`config.mk`:
```
export PLATFORM = sky130hd
export DESIGN_NAME = rx_sm
export DESIGN_NICKNAME = d
export VERILOG_FILES = /design/src/rtl/rx_sm.sv
export SDC_FILE = /design/constraint.sdc
export NUM_CORES = 1
export LEC_CHECK = 0
export CAP_MARGIN = 20
export CORE_AREA = 2 2 102 104
export CTS_CLUSTER_SIZE = 30
export DETAILED_ROUTE_END_ITERATION = 8
export DIE_AREA = 0 0 104 106
export SLEW_MARGIN = 20
export SYNTH_ARGS = -nofsm -noshare
export SYNTH_HDL_FRONTEND = slang
export SYNTH_SLANG_ARGS = --single-unit
```
`constraint.sdc`:
```
create_clock -name clock -period 6.5 [get_ports clock]
set_input_delay 1.95 -clock clock [delete_from_list [all_inputs] [get_ports clock]]
set_output_delay 1.95 -clock clock [all_outputs]
set_load 0.03 [all_outputs]
```
`src/rtl/rx_sm.sv`:
```
// Receive MAC state machine: strips preamble/SFD, checks FCS and length, and writes frames
// into the RX FIFO. Optional ADDRESS_FILTER_EN build drops frames not addressed to us.
module rx_sm #(
  parameter int unsigned MIN_FRAME = 64,
  parameter int unsigned MAX_FRAME = 1518
`ifdef ADDRESS_FILTER_EN
  ,
  parameter logic [47:0] MAC_ADDR  = 48'h00_0A_35_00_00_01
`endif
) (
  input  logic       reset,
  input  logic       clock,
  input  logic [7:0] rx_data,
  input  logic       rx_data_valid,
  input  logic       rx_error,
  input  logic       fifo_full,
  output logic [7:0] fifo_data,
  output logic       fifo_data_write,
  output logic       fifo_data_start,
  output logic       fifo_data_end,
  output logic       fifo_data_error,
  output logic       fifo_rewind,
  output logic       frame_good,
  output logic       frame_bad
);

  // Bytes are held back until the destination address decides whether the frame is kept.
`ifdef ADDRESS_FILTER_EN
  localparam int unsigned Depth = 7;
`else
  localparam int unsigned Depth = 1;
`endif
  localparam int unsigned CntW       = $clog2(Depth + 1);
  localparam logic [31:0] CrcResidue = 32'hC704DD7B;
  localparam logic [10:0] LenSat     = 11'h7FF;
  localparam logic [10:0] MinLen     = 11'(MIN_FRAME);
  localparam logic [10:0] MaxLen     = 11'(MAX_FRAME);

  typedef enum logic [2:0] {StIdle, StPreamble, StData, StDrop, StDone} state_e;

  state_e                  state_q, state_d;
  logic [31:0]             crc_q, crc_d;
  logic [10:0]             len_q, len_d;
  logic                    err_q, err_d;
  logic                    first_q, first_d;
  logic                    ended_q, ended_d;
  logic                    bad_q, bad_d;
  logic                    silent_q, silent_d;
  logic [Depth-1:0][7:0]   pipe_q, pipe_d;
  logic [CntW-1:0]         cnt_q, cnt_d;

  logic [7:0] data_q, data_d;
  logic       write_q, write_d;
  logic       start_q, start_d;
  logic       end_q, end_d;
  logic       error_q, error_d;
  logic       rewind_q, rewind_d;
  logic       good_q, good_d;
  logic       fbad_q, fbad_d;

  logic       wr_req;
  logic       wr_last;
  logic [7:0] wr_byte;

`ifdef ADDRESS_FILTER_EN
  logic [47:0] addr_q, addr_d;
  logic [47:0] da_now;
  assign da_now = {addr_q[39:0], rx_data};
`endif

  // Ethernet CRC-32, MSB-first register, data bits consumed LSB first.
  function automatic logic [31:0] crc_byte(input logic [31:0] crc, input logic [7:0] data);
    logic [31:0] c;
    c = crc;
    for (int i = 0; i < 8; i++) begin
      if (c[31] ^ data[i]) c = {c[30:0], 1'b0} ^ 32'h04C11DB7;
      else                 c = {c[30:0], 1'b0};
    end
    return c;
  endfunction

  always_comb begin
    state_d  = state_q;
    crc_d    = crc_q;
    len_d    = len_q;
    err_d    = err_q;
    first_d  = first_q;
    ended_d  = ended_q;
    bad_d    = bad_q;
    silent_d = silent_q;
    pipe_d   = pipe_q;
    cnt_d    = cnt_q;
    data_d   = data_q;
    write_d  = 1'b0;
    start_d  = 1'b0;
    end_d    = 1'b0;
    error_d  = 1'b0;
    rewind_d = 1'b0;
    good_d   = 1'b0;
    fbad_d   = 1'b0;
    wr_req   = 1'b0;
    wr_last  = 1'b0;
    wr_byte  = 8'h00;
`ifdef ADDRESS_FILTER_EN
    addr_d   = addr_q;
`endif

    unique case (state_q)
      StIdle: begin
        if (rx_data_valid && rx_data == 8'h55) state_d = StPreamble;
      end
      StPreamble: begin
        if (rx_data_valid && rx_data == 8'hD5) begin
          state_d  = StData;
          crc_d    = '1;
          len_d    = '0;
          err_d    = 1'b0;
          first_d  = 1'b1;
          ended_d  = 1'b0;
          bad_d    = 1'b0;
          silent_d = 1'b0;
          cnt_d    = '0;
        end else if (!(rx_data_valid && rx_data == 8'h55)) begin
          state_d = StIdle;
        end
      end
      StData: begin
        if (ended_q || !rx_data_valid) begin
          // Frame input finished: verdict is fixed now, then the held bytes drain out.
          if (!ended_q) begin
            bad_d   = err_q | (crc_q != CrcResidue) | (len_q < MinLen) | (len_q > MaxLen);
            ended_d = 1'b1;
          end
          if (cnt_q == '0) begin
            state_d = StDone;
            bad_d   = 1'b1;
          end else begin
            wr_req  = 1'b1;
            wr_byte = pipe_q[cnt_q - 1'b1];
            wr_last = (cnt_q == CntW'(1));
            cnt_d   = cnt_q - 1'b1;
          end
        end else begin
          crc_d = crc_byte(crc_q, rx_data);
          if (len_q != LenSat) len_d = len_q + 11'd1;
          if (rx_error) err_d = 1'b1;
          if (cnt_q == CntW'(Depth)) begin
            wr_req  = 1'b1;
            wr_byte = pipe_q[Depth-1];
          end else begin
            cnt_d = cnt_q + 1'b1;
          end
          pipe_d[0] = rx_data;
          for (int i = 1; i < Depth; i++) pipe_d[i] = pipe_q[i-1];
`ifdef ADDRESS_FILTER_EN
          if (len_q < 11'd6) addr_d = da_now;
          if (len_q == 11'd5 && da_now != MAC_ADDR && da_now != '1) begin
            state_d  = StDrop;
            silent_d = 1'b1;
          end
`endif
        end
        if (wr_req) begin
          if (fifo_full) begin
            rewind_d = 1'b1;
            state_d  = StDrop;
          end else begin
            write_d = 1'b1;
            data_d  = wr_byte;
            start_d = first_q;
            first_d = 1'b0;
            if (wr_last) begin
              end_d   = 1'b1;
              error_d = bad_d;
              state_d = StDone;
            end
          end
        end
      end
      StDrop: begin
        if (!rx_data_valid) begin
          fbad_d  = !silent_q;
          state_d = StIdle;
        end
      end
      StDone: begin
        good_d  = !bad_q;
        fbad_d  = bad_q;
        state_d = StIdle;
      end
      default: state_d = StIdle;
    endcase
  end

  always_ff @(posedge clock or posedge reset) begin
    if (reset) begin
      state_q  <= StIdle;
      crc_q    <= '1;
      len_q    <= '0;
      err_q    <= 1'b0;
      first_q  <= 1'b0;
      ended_q  <= 1'b0;
      bad_q    <= 1'b0;
      silent_q <= 1'b0;
      pipe_q   <= '0;
      cnt_q    <= '0;
      data_q   <= '0;
      write_q  <= 1'b0;
      start_q  <= 1'b0;
      end_q    <= 1'b0;
      error_q  <= 1'b0;
      rewind_q <= 1'b0;
      good_q   <= 1'b0;
      fbad_q   <= 1'b0;
`ifdef ADDRESS_FILTER_EN
      addr_q   <= '0;
`endif
    end else begin
      state_q  <= state_d;
      crc_q    <= crc_d;
      len_q    <= len_d;
      err_q    <= err_d;
      first_q  <= first_d;
      ended_q  <= ended_d;
      bad_q    <= bad_d;
      silent_q <= silent_d;
      pipe_q   <= pipe_d;
      cnt_q    <= cnt_d;
      data_q   <= data_d;
      write_q  <= write_d;
      start_q  <= start_d;
      end_q    <= end_d;
      error_q  <= error_d;
      rewind_q <= rewind_d;
      good_q   <= good_d;
      fbad_q   <= fbad_d;
`ifdef ADDRESS_FILTER_EN
      addr_q   <= addr_d;
`endif
    end
  end

  assign fifo_data       = data_q;
  assign fifo_data_write = write_q;
  assign fifo_data_start = start_q;
  assign fifo_data_end   = end_q;
  assign fifo_data_error = error_q;
  assign fifo_rewind     = rewind_q;
  assign frame_good      = good_q;
  assign frame_bad       = fbad_q;

endmodule

```
==> results of run 1 <==
==> registers in the layout, summed over array words and instances, names as in the netlist <==
register and cells:
fifo_data 8, pipe_q 8, frame_bad 1, fifo_data_start 1, cnt_q 1, ended_q 1
fifo_data_end 1, fifo_data_write 1, fifo_rewind 1, state_q 3, err_q 1, first_q 1
frame_good 1, len_q 11, crc_q 32, fifo_data_error 1, bad_q 1
==> critical path, stage by stage <==
cell	delay (ps)
clkdlybuf4s50_1	530
nor2b_1	240
nand2_1	480
nand2_1	740
a311o_1	560
==> cell usage after synthesis, types with 2 or more instances <==
master / number
a21o_1: 2
a21oi_1: 32
a31oi_1: 4
and3_1: 3
and4_1: 3
and4b_1: 2
buf_2: 4
clkbuf_1: 9
dfrtp_1: 42
dfstp_2: 32
inv_1: 8
mux2_2: 8
nand2_1: 30
nand2b_1: 4
nand3_1: 3
nand3b_1: 2
nand4_1: 6
nand4b_1: 2
nor2_1: 29
nor2b_1: 4
nor3_1: 9
nor4b_1: 3
o21ai_0: 13
o22a_1: 5
or3_1: 9
or4_1: 3
xnor2_1: 42
xnor2_2: 6
xnor2_4: 3
xor2_1: 15
xor2_2: 3
==> layer usage <==
layer	up-vias	global-route usage, %	wire [um]
met3	16	3.004	282
li1	1319	-	-
met2	53	25.75	4059
met5	-	0	0
met4	0	5.985	187
met1	1364	24.44	4265
==> how the worst max path moves through the flow <==
stage | startpoint | endpoint | slack (ps) | cells past startpoint
finish | rx_data_valid | state_q[1] | 2220 | 5
detailed placement | rx_data_valid | state_q[1] | 1840 | 5
CTS | rx_data_valid | state_q[1] | 2170 | 5
floorplan | reset | bad_q | 2720 | 1
global route | rx_data_valid | crc_q[1] | 1950 | 6
global placement | rx_data_valid | state_q[1] | 1890 | 5
==> final cells by class <==
cell class | instances | area [um2]
Clock buffer | 9 | 123.9
Clock inverter | 7 | 102.6
Fill cell | 982 | 5477
Inverter | 8 | 30.03
Multi-Input combinational cell | 268 | 1919
Sequential cell | 74 | 1892
Tap cell | 136 | 170.2
Timing Repair Buffer | 29 | 285.3
==> per-stage QoR <==
| step | area, um2 | power [mW] |
|---|---|---|
| final | 4523 | 0.9753 |
| after global routing | 4523 | 1.011 |
| after CTS | 4523 | 0.9858 |
| after detailed placement | 4297 | 0.5761 |
| after global placement | 4297 | 0.5762 |
| after floorplan | 3899 | 0.5479 |
==> cells by family (layout without fill, tap and decap cells) <==
group / after synthesis / after routing / share of synthesized area, %
AO/OA/AOI/OAI: 69 / 69 / 10.88
XOR/XNOR: 70 / 70 / 19.26
adder cells (fa/ha/maj): 1 / 1 / 0.3209
buffers and inverters: 22 / 53 / 2.246
flip-flops: 74 / 74 / 48.52
multiplexers: 9 / 9 / 2.567
AND/OR/NAND/NOR: 119 / 119 / 16.21
==> report_power, final <==
part	internal, mW	switching [mW]	leakage (nW)
sequential	0.461	0.000197	0.909
clock	0.219	0.188	0.110
combinational	0.0474	0.0585	0.846
total	0.728	0.247	1.86
==> flow_results.xml, run 1 <==
<?xml version="1.0" encoding="UTF-8"?>
<metrics>
  <group name="grt">
    <metric name="grt_pass1_wl" unit="mm">14.75</metric>
    <metric name="total_congestion_overflow_after_global_routing" unit="">0</metric>
    <metric name="grt.total_usage" unit="%">16.97</metric>
    <metric name="grt_start_max_net_pins" unit="">44</metric>
    <metric name="grt_pass1_vias" unit="">2746</metric>
    <metric name="initial_antenna_violation_count" unit="">0</metric>
  </group>
  <group name="clock_tree">
    <metric name="postCtsSetupRepairBufs" unit="">0</metric>
    <metric name="holdBufCountCts" unit="">0</metric>
    <metric name="clock_sink_count" unit="">74</metric>
    <metric name="cell_at_the_root_of_the_clock_tree" unit="">clkbuf_8</metric>
    <metric name="clock_tree.buffer_depth" unit="">2</metric>
    <metric name="clk_pin_slew_worst_paths" unit="ps">90</metric>
    <metric name="cts_htree_levels" unit="">3</metric>
    <metric name="tritoncts" unit="">built</metric>
    <metric name="cts_made_buffers" unit="">9</metric>
    <metric name="cts_repair_resize_count" unit="">0</metric>
    <metric name="later_pin_clock_latency_in_the_skew_report" unit="ps">350</metric>
  </group>
  <group name="pwr">
    <metric name="p_per_area" unit="nW/um2">215.6</metric>
    <metric name="total_leakage_power" unit="nW">1.865</metric>
    <metric name="vdd_drop_max" unit="mV">0.09879</metric>
  </group>
  <group name="final_layout">
    <metric name="drive_gt1_share" unit="%">18.48</metric>
    <metric name="post_layout_nonfiller_instances" unit="">531</metric>
    <metric name="flow.area_growth_from_synthesis" unit="%">16.01</metric>
    <metric name="final_nets" unit="">404</metric>
    <metric name="finish.utilization" unit="%">45.23</metric>
    <metric name="layout_common_cells" unit="">xnor2_1 (42), dfrtp_1 (42), a21oi_1 (32), dfstp_2 (32), nand2_1 (30)</metric>
    <metric name="diodes" unit="">0</metric>
  </group>
  <group name="yosys">
    <metric name="synth-warning-count" unit="">0</metric>
    <metric name="post-synth-top-area-cell" unit="">dfrtp_1</metric>
    <metric name="syn_nets" unit="">378</metric>
    <metric name="synth.top_cell.area_share" unit="%">26.96</metric>
    <metric name="ys_ff_latch" unit="">74</metric>
    <metric name="ys_types" unit="">55</metric>
    <metric name="ys_seq_area_share" unit="%">48.52</metric>
    <metric name="synth_area" unit="um2">3899</metric>
    <metric name="synthCells" unit="">364</metric>
    <metric name="synth_top_cells_by_area" unit="">dfrtp_1 (27%), dfstp_2 (22%), xnor2_1 (9.4%), a21oi_1 (4.1%), xor2_1 (3.4%)</metric>
    <metric name="synth_edf_count" unit="">0</metric>
    <metric name="ys.flop_type" unit="">dfrtp_1</metric>
    <metric name="syn_area_per_cell" unit="um2">10.71</metric>
    <metric name="synth_async_sr_flop_share" unit="%">100.0</metric>
  </group>
  <group name="run_status">
    <metric name="result_of_the_run" unit="">finished clean</metric>
  </group>
  <group name="worst_hold_path">
    <metric name="hold_ep" unit="">pipe_q[3]</metric>
    <metric name="min_path_cells" unit="">2</metric>
    <metric name="min_from" unit="">pipe_q[3]</metric>
    <metric name="holdCritPathClass" unit="">reg2reg</metric>
  </group>
  <group name="floorplanning">
    <metric name="initial_core_utilization" unit="%">38.99</metric>
    <metric name="die_area" unit="um2">11020</metric>
    <metric name="rows" unit="">37</metric>
    <metric name="pin_count" unit="">28</metric>
    <metric name="die_x" unit="um">104</metric>
    <metric name="core_area" unit="um2">10000</metric>
    <metric name="die_h" unit="um">106</metric>
  </group>
  <group name="critical_path">
    <metric name="reg2reg_to" unit="">crc_q[16]</metric>
    <metric name="rrSetupSlack" unit="ps">3670</metric>
    <metric name="critical_path.max_fanout" unit="">29</metric>
    <metric name="timing.reg2reg.worst_path_depth" unit="">5</metric>
    <metric name="cp_data_required_time" unit="ps">6730</metric>
    <metric name="worst_reg2reg_path_startpoint" unit="">state_q[1]</metric>
    <metric name="start_kind" unit="">input pin</metric>
    <metric name="worstSetupPathType" unit="">in2reg</metric>
    <metric name="worstPathArrival" unit="ps">4510</metric>
    <metric name="end_kind" unit="">flop</metric>
  </group>
  <group name="sta">
    <metric name="hold_violations" unit="">0</metric>
    <metric name="upper_clock_frequency_limit" unit="MHz">233.9</metric>
    <metric name="setup_tns" unit="ps">0</metric>
    <metric name="finalClockSkew" unit="ps">5.889</metric>
    <metric name="max_slew_margin" unit="%">34.31</metric>
    <metric name="finalCritPeriodShare" unit="%">65.78</metric>
    <metric name="worst-slew-pin-transition" unit="ps">983.0</metric>
    <metric name="grt_setup_unrepaired" unit="">no</metric>
    <metric name="final_max_slew_viol_count" unit="">0</metric>
    <metric name="setup_viol" unit="">0</metric>
    <metric name="finalWorstSetupSlack" unit="ps">2224</metric>
    <metric name="final_period_minus_worst_setup_slack" unit="ps">4276</metric>
    <metric name="whs" unit="ps">481.2</metric>
  </group>
  <group name="drt">
    <metric name="vias" unit="">2752</metric>
    <metric name="drt-initial-drc-count" unit="">103</metric>
    <metric name="postRouteWirelength" unit="mm">8.795</metric>
    <metric name="avgViaCountPerCell" unit="">5.183</metric>
    <metric name="route.antenna.remaining_nets" unit="">0</metric>
    <metric name="drt_pass1_iterations" unit="">4</metric>
    <metric name="drc_violation_count_after_routing" unit="">0</metric>
    <metric name="avgRoutedWirePerCell" unit="um">16.56</metric>
  </group>
  <group name="place">
    <metric name="dp_hpwl" unit="mm">6.188</metric>
    <metric name="place_worst_setup_slack" unit="ps">1839</metric>
    <metric name="place_inst" unit="">515</metric>
    <metric name="place_congestion" unit="">0.8408</metric>
    <metric name="numPortBuffers" unit="">27</metric>
  </group>
  <group name="run">
    <metric name="drv_cap" unit="">0</metric>
  </group>
</metrics>
(Power assumes the default switching activity.)
==> run 2: changes to the inputs <==
clock period = 3.8 ns   (was 6.5 ns; I/O delays follow)
==> run 2 against run 1 <==
Effect of this change:
- setup slack got worse by 1400 ps
- total power grew 65%
- critical endpoint is now bad_q
- sequential power grew 71%
- global-route usage up 0.29 points
==> flow_results.xml, run 2 (synthesized netlist as in run 1, its figures left out) <==
<?xml version="1.0" encoding="UTF-8"?>
<metrics>
  <group name="floorplanning">
    <metric name="initial_core_utilization" unit="%">38.99</metric>
    <metric name="pin_count" unit="">28</metric>
    <metric name="die_area" unit="um2">11020</metric>
    <metric name="rows" unit="">37</metric>
    <metric name="die_x" unit="um">104</metric>
    <metric name="core_area" unit="um2">10000</metric>
    <metric name="die_h" unit="um">106</metric>
  </group>
  <group name="final_layout">
    <metric name="post-route-cell-area" unit="um2">4547</metric>
    <metric name="top_regs" unit="">crc_q: 32 flops, len_q: 11 flops</metric>
    <metric name="drive_gt1_share" unit="%">19.50</metric>
    <metric name="final_nets" unit="">409</metric>
    <metric name="fillerInstances" unit="">979</metric>
    <metric name="diodes" unit="">0</metric>
    <metric name="layout_common_cells" unit="">xnor2_1 (42), dfrtp_1 (42), a21oi_1 (32), dfstp_2 (32), nand2_1 (30)</metric>
    <metric name="registers.top_by_ff_count" unit="">crc_q</metric>
    <metric name="flow.area_growth_from_synthesis" unit="%">16.62</metric>
    <metric name="largest_register_ffs" unit="">32</metric>
  </group>
  <group name="run_status">
    <metric name="result_of_the_run" unit="">finished clean</metric>
  </group>
  <group name="critical_path">
    <metric name="worstPathCellList" unit="">clkdlybuf4s50_1 &gt; or3b_1 &gt; or4_1 &gt; a21oi_1 &gt; nand2_1 &gt; a22o_1</metric>
    <metric name="path_buf_inv" unit="">1</metric>
    <metric name="worstSetupPathType" unit="">in2reg</metric>
    <metric name="worst_reg2reg_path_startpoint" unit="">crc_q[26]</metric>
    <metric name="rrSetupSlack" unit="ps">1430</metric>
    <metric name="cp_slowest_stage_delay" unit="ps">610</metric>
    <metric name="timing.reg2reg.worst_path_depth" unit="">5</metric>
    <metric name="reg2reg_to" unit="">bad_q</metric>
    <metric name="critical_path.max_fanout" unit="">4</metric>
    <metric name="start_kind" unit="">input pin</metric>
    <metric name="cp_data_required_time" unit="ps">4050</metric>
    <metric name="timing.critical_path.max_delay_family" unit="">simple AND/OR/NAND/NOR gates</metric>
    <metric name="end_kind" unit="">flop</metric>
    <metric name="worstPathArrival" unit="ps">3180</metric>
    <metric name="max_stage_delay_cell_worst_path" unit="">clkdlybuf4s50_1</metric>
  </group>
  <group name="place">
    <metric name="numPortBuffers" unit="">27</metric>
    <metric name="place_area" unit="um2">4347</metric>
    <metric name="dp_hpwl" unit="mm">6.234</metric>
    <metric name="place_congestion" unit="">0.7936</metric>
  </group>
  <group name="worst_hold_path">
    <metric name="min_from" unit="">pipe_q[5]</metric>
    <metric name="hold_ep" unit="">pipe_q[5]</metric>
    <metric name="min_path_cells" unit="">2</metric>
    <metric name="holdCritPathClass" unit="">reg2reg</metric>
  </group>
  <group name="clock_tree">
    <metric name="clock_tree.buffer_depth" unit="">2</metric>
    <metric name="tritoncts" unit="">built</metric>
    <metric name="cts_repair_resize_count" unit="">0</metric>
    <metric name="cts_made_buffers" unit="">9</metric>
    <metric name="cell_at_the_root_of_the_clock_tree" unit="">clkbuf_8</metric>
    <metric name="clock_sink_count" unit="">74</metric>
    <metric name="postCtsSetupRepairBufs" unit="">0</metric>
    <metric name="later_pin_clock_latency_in_the_skew_report" unit="ps">350</metric>
    <metric name="clk_pin_slew_worst_paths" unit="ps">80</metric>
    <metric name="cts_htree_levels" unit="">3</metric>
    <metric name="holdBufCountCts" unit="">0</metric>
  </group>
  <group name="grt">
    <metric name="total_congestion_overflow_after_global_routing" unit="">0</metric>
    <metric name="grt_start_max_net_pins" unit="">43</metric>
    <metric name="grt_pass1_vias" unit="">2748</metric>
    <metric name="initial_antenna_violation_count" unit="">0</metric>
    <metric name="grt_pass1_wl" unit="mm">14.91</metric>
    <metric name="grt_met2_use" unit="%">27.11</metric>
    <metric name="global_route.usage.met1" unit="%">24.84</metric>
    <metric name="grt.total_usage" unit="%">17.26</metric>
    <metric name="global_route.usage.met3" unit="%">2.636</metric>
    <metric name="global_route.peak_usage_layer" unit="">met2</metric>
  </group>
  <group name="pwr">
    <metric name="switchingPower" unit="mW">0.4239</metric>
    <metric name="power.internal" unit="mW">1.181</metric>
    <metric name="power" unit="mW">1.605</metric>
    <metric name="power.share.clock" unit="%">39.2</metric>
    <metric name="p_per_area" unit="nW/um2">353.0</metric>
    <metric name="total_leakage_power" unit="nW">1.880</metric>
    <metric name="power_frac_comb" unit="%">11.6</metric>
    <metric name="share_seq_of_total_power" unit="%">49.2</metric>
    <metric name="vdd_drop_max" unit="mV">0.2300</metric>
    <metric name="power.switching_fraction" unit="%">26.41</metric>
  </group>
  <group name="drt">
    <metric name="drt_pass1_iterations" unit="">5</metric>
    <metric name="vias" unit="">2748</metric>
    <metric name="avgViaCountPerCell" unit="">5.127</metric>
    <metric name="route.antenna.remaining_nets" unit="">0</metric>
    <metric name="avgRoutedWirePerCell" unit="um">16.52</metric>
    <metric name="drt-initial-drc-count" unit="">127</metric>
    <metric name="drc_violation_count_after_routing" unit="">0</metric>
    <metric name="postRouteWirelength" unit="mm">8.855</metric>
  </group>
  <group name="sta">
    <metric name="max_slew_margin" unit="%">51.55</metric>
    <metric name="upper_clock_frequency_limit" unit="MHz">341.2</metric>
    <metric name="setup_tns" unit="ps">0</metric>
    <metric name="final_max_slew_viol_count" unit="">0</metric>
    <metric name="worst-slew-pin-transition" unit="ps">708.5</metric>
    <metric name="finalCritPeriodShare" unit="%">77.12</metric>
    <metric name="final_period_minus_worst_setup_slack" unit="ps">2931</metric>
    <metric name="grt_setup_unrepaired" unit="">no</metric>
    <metric name="setup_viol" unit="">0</metric>
    <metric name="hold_violations" unit="">0</metric>
    <metric name="finalClockSkew" unit="ps">8.349</metric>
  </group>
  <group name="run">
    <metric name="drv_cap" unit="">0</metric>
  </group>
</metrics>
run 2: changes by cell type in the layout (fill, tap and decap cells not counted), sizes merged:
cell / change
clkinv: -1
clkinvlp: +1
inv: +1
bufinv: -1
buf: +5
run 2: worst max path at each step:
stage / slack (ps) / endpoint / startpoint / depth (start not counted)
after floorplan: 830 / bad_q / reset / 1
after CTS: 880 / crc_q[12] / rx_data[6] / 6
after global routing: 740 / bad_q / rx_data[0] / 6
after global placement: 550 / bad_q / rx_data[0] / 6
after detailed placement: 510 / bad_q / rx_data[0] / 6
final: 870 / bad_q / rx_data[0] / 6
run 2: per-layer routing:
layer / vias up / share of wire, %
li1: 1325 / -
met5: - / 0
met2: 68 / 46
met4: 0 / 1.2
met1: 1347 / 49
met3: 8 / 3.6
run 2: cell type report:
cell class / count / area (um2) / area share [%]
clock buffer: 9 / 123.9 / 2.724
clock inverter: 7 / 76.32 / 1.679
inverter: 8 / 30.03 / 0.6604
multi-input combinational: 268 / 1919 / 42.21
sequential: 74 / 1892 / 41.61
tap: 136 / 170.2 / 3.742
timing repair buffer: 34 / 335.3 / 7.375
run 2: power by group through the flow:
stage | Clock [mW] | Combinational, mW | Sequential [mW]
2_1_floorplan | 0 | 0.133 | 0.804
5_1_grt | 0.673 | 0.203 | 0.790
6_report | 0.629 | 0.186 | 0.790
3_5_place_dp | 0 | 0.186 | 0.804
3_3_place_gp | 0 | 0.185 | 0.804
4_1_cts | 0.642 | 0.188 | 0.790
run 2: stage by stage:
step	cells	util [%]	hold WS (ps)	setup slack [ps]
5_1_grt	536	45.47	503.9	744.9
4_1_cts	536	45.47	483.1	875.1
3_3_place_gp	520	43.47	455.2	552.8
6_report	536	45.47	479.0	869.4
3_5_place_dp	520	43.47	463.5	508.0
2_1_floorplan	364	-	432.5	831.3
run 2: worst min-delay path, cell delays in order (launching register included):
cell     delay, ps
dfrtp_1        350
nand2_1         50
nand2_1         50
==> run 3: changes to the inputs <==
clock period = 2.6 ns   (was 3.8 ns; I/O delays follow)
==> run 3 against run 2 <==
Effect of this change:
- first-iteration DRC count is 6.3% lower
- global-route usage is 0.89 points higher
- largest cell class unchanged
- sequential power is 46% higher
- combinational power is 81% higher
- flip-flop and latch count stayed put
- count of clock-buffer cells in the layout is 3 higher
- via count is 5.5% higher
==> flow_results.xml, run 3 (synthesized netlist as in run 1, its figures left out) <==
<?xml version="1.0" encoding="UTF-8"?>
<metrics>
  <group name="run_status">
    <metric name="result_of_the_run" unit="">finished clean</metric>
  </group>
  <group name="pwr">
    <metric name="total_leakage_power" unit="nW">2.088</metric>
    <metric name="p_per_area" unit="nW/um2">504.7</metric>
    <metric name="vdd_drop_max" unit="mV">0.3391</metric>
    <metric name="power" unit="mW">2.469</metric>
  </group>
  <group name="place">
    <metric name="numPortBuffers" unit="">27</metric>
    <metric name="dp_hpwl" unit="mm">6.502</metric>
    <metric name="place_congestion" unit="">0.8230</metric>
    <metric name="place_inst" unit="">561</metric>
  </group>
  <group name="drt">
    <metric name="postRouteWirelength" unit="mm">9.084</metric>
    <metric name="vias" unit="">2899</metric>
    <metric name="route.antenna.remaining_nets" unit="">0</metric>
    <metric name="avgViaCountPerCell" unit="">5.033</metric>
    <metric name="avgRoutedWirePerCell" unit="um">15.77</metric>
    <metric name="drt_pass1_iterations" unit="">4</metric>
    <metric name="drc_violation_count_after_routing" unit="">0</metric>
    <metric name="drt-initial-drc-count" unit="">119</metric>
  </group>
  <group name="critical_path">
    <metric name="timing.critical_path.max_delay_family" unit="">simple AND/OR/NAND/NOR gates</metric>
    <metric name="worstPathArrival" unit="ps">2740</metric>
    <metric name="cp_slowest_stage_delay" unit="ps">470</metric>
    <metric name="max_stage_delay_cell_worst_path" unit="">clkdlybuf4s50_1</metric>
    <metric name="end_kind" unit="">flop</metric>
    <metric name="cp_data_required_time" unit="ps">2880</metric>
    <metric name="critical_path.max_fanout" unit="">6</metric>
    <metric name="critical_path.most_common_cell" unit="">buf_4</metric>
    <metric name="worstSetupPathType" unit="">in2reg</metric>
    <metric name="start_kind" unit="">input pin</metric>
    <metric name="path_buf_inv" unit="">3</metric>
    <metric name="worstPathCellList" unit="">clkdlybuf4s50_1 &gt; buf_4 &gt; nor3b_1 &gt; and4_1 &gt; o22ai_2 &gt; buf_4 &gt; or3_1 &gt; a21oi_1</metric>
  </group>
  <group name="sta">
    <metric name="final_period_minus_worst_setup_slack" unit="ps">2455</metric>
    <metric name="setup_tns" unit="ps">0</metric>
    <metric name="worst-slew-pin-transition" unit="ps">575.8</metric>
    <metric name="hold_violations" unit="">0</metric>
    <metric name="final_max_slew_viol_count" unit="">0</metric>
    <metric name="whs" unit="ps">472.7</metric>
    <metric name="setup_viol" unit="">0</metric>
    <metric name="finalCritPeriodShare" unit="%">94.43</metric>
    <metric name="grt_setup_unrepaired" unit="">no</metric>
    <metric name="finalClockSkew" unit="ps">15.45</metric>
    <metric name="max_slew_margin" unit="%">61.07</metric>
    <metric name="upper_clock_frequency_limit" unit="MHz">407.3</metric>
  </group>
  <group name="final_layout">
    <metric name="post_layout_nonfiller_instances" unit="">576</metric>
    <metric name="final_nets" unit="">450</metric>
    <metric name="fillerInstances" unit="">939</metric>
    <metric name="layout_common_cells" unit="">buf_4 (45), xnor2_1 (42), dfrtp_1 (42), a21oi_1 (32), dfstp_2 (32)</metric>
    <metric name="top_regs" unit="">crc_q: 32 flops, len_q: 11 flops</metric>
    <metric name="diodes" unit="">0</metric>
    <metric name="largest_register_ffs" unit="">32</metric>
    <metric name="drive_gt1_share" unit="%">26.14</metric>
    <metric name="mostFrequentLayoutCell" unit="">buf_4</metric>
    <metric name="registers.top_by_ff_count" unit="">crc_q</metric>
    <metric name="flow.area_growth_from_synthesis" unit="%">25.48</metric>
  </group>
  <group name="grt">
    <metric name="grt.total_usage" unit="%">18.15</metric>
    <metric name="total_congestion_overflow_after_global_routing" unit="">0</metric>
    <metric name="grt_start_max_net_pins" unit="">75</metric>
    <metric name="initial_antenna_violation_count" unit="">0</metric>
    <metric name="grt_pass1_vias" unit="">2997</metric>
    <metric name="grt_pass1_wl" unit="mm">15.58</metric>
  </group>
  <group name="floorplanning">
    <metric name="die_area" unit="um2">11020</metric>
    <metric name="die_h" unit="um">106</metric>
    <metric name="initial_core_utilization" unit="%">38.99</metric>
    <metric name="rows" unit="">37</metric>
    <metric name="pin_count" unit="">28</metric>
    <metric name="core_area" unit="um2">10000</metric>
    <metric name="die_x" unit="um">104</metric>
  </group>
  <group name="clock_tree">
    <metric name="cts_made_buffers" unit="">9</metric>
    <metric name="cts_htree_levels" unit="">3</metric>
    <metric name="later_pin_clock_latency_in_the_skew_report" unit="ps">360</metric>
    <metric name="cell_at_the_root_of_the_clock_tree" unit="">clkbuf_8</metric>
    <metric name="cts_repair_resize_count" unit="">0</metric>
    <metric name="clock_sink_count" unit="">74</metric>
    <metric name="clk_pin_slew_worst_paths" unit="ps">70</metric>
    <metric name="tritoncts" unit="">built</metric>
    <metric name="holdBufCountCts" unit="">0</metric>
    <metric name="postCtsSetupRepairBufs" unit="">0</metric>
    <metric name="clock_tree.buffer_depth" unit="">2</metric>
  </group>
  <group name="run">
    <metric name="drv_cap" unit="">0</metric>
  </group>
  <group name="worst_hold_path">
    <metric name="holdCritPathClass" unit="">reg2reg</metric>
  </group>
</metrics>
[run 3: changes by cell type in the layout (fill, tap and decap cells not counted), sizes merged]
cell | before | now
inv | 10 | 7
buf | 7 | 48
clkbuf | 9 | 12
bufinv | 1 | 2
clkinv | 2 | 1
clkinvlp | 2 | 1
[run 3: tightest hold or removal path, cell delays in order (launching register included)]
cell and delay (ps):
dfrtp_1 340, nand2_1 50, nand2_1 50
[run 3: through the flow]
step / setup WS [ps] / area, um2 / utilization (%)
2_1_floorplan: 407.8 / 3902 / -
3_3_place_gp: -207.0 / 4683 / 46.83
3_5_place_dp: -229.0 / 4683 / 46.83
4_1_cts: 150.6 / 4892 / 48.92
5_1_grt: 71.44 / 4892 / 48.92
6_report: 144.8 / 4892 / 48.92
[run 3: path summary, 6_finish.rpt]
check | cells after the start | start | slack [ps] | endpoint
hold reg to reg | 2 | pipe_q[5] | 470 | pipe_q[5]
setup reg to reg | 6 | crc_q[26] | 430 | bad_q
max in group asynchronous | 3 | reset | 1360 | crc_q[6]
min in group asynchronous | 3 | reset | 880 | fifo_data_end
hold / removal | 2 | pipe_q[5] | 470 | pipe_q[5]
setup / recovery | 8 | rx_data[3] | 140 | len_q[5]
[run 3: where the power goes]
| part | internal (mW) | leakage [nW] | switching [mW] |
|---|---|---|---|
| Clock | 0.559 | 0.104 | 0.419 |
| Sequential | 1.15 | 0.909 | 0.000509 |
| Combinational | 0.177 | 1.07 | 0.159 |
| Total | 1.89 | 2.09 | 0.579 |
[run 3: metal layers]
metal | GRT usage (%) | vias up | wire length [um]
met5 | 0 | - | 0
li1 | - | 1410 | -
met1 | 24.62 | 1425 | 4322
met2 | 28.38 | 56 | 4297
met4 | 5.792 | 0 | 120
met3 | 4.905 | 8 | 344
[run 3: layout make-up]
class / count / area (um2) / area share (%)
multi-input combinational: 268 / 1919 / 39.23
inverter: 8 / 33.78 / 0.6905
timing repair buffer: 75 / 668.1 / 13.66
tap: 136 / 170.2 / 3.478
clock buffer: 12 / 145.1 / 2.967
clock inverter: 3 / 63.81 / 1.304
sequential: 74 / 1892 / 38.67
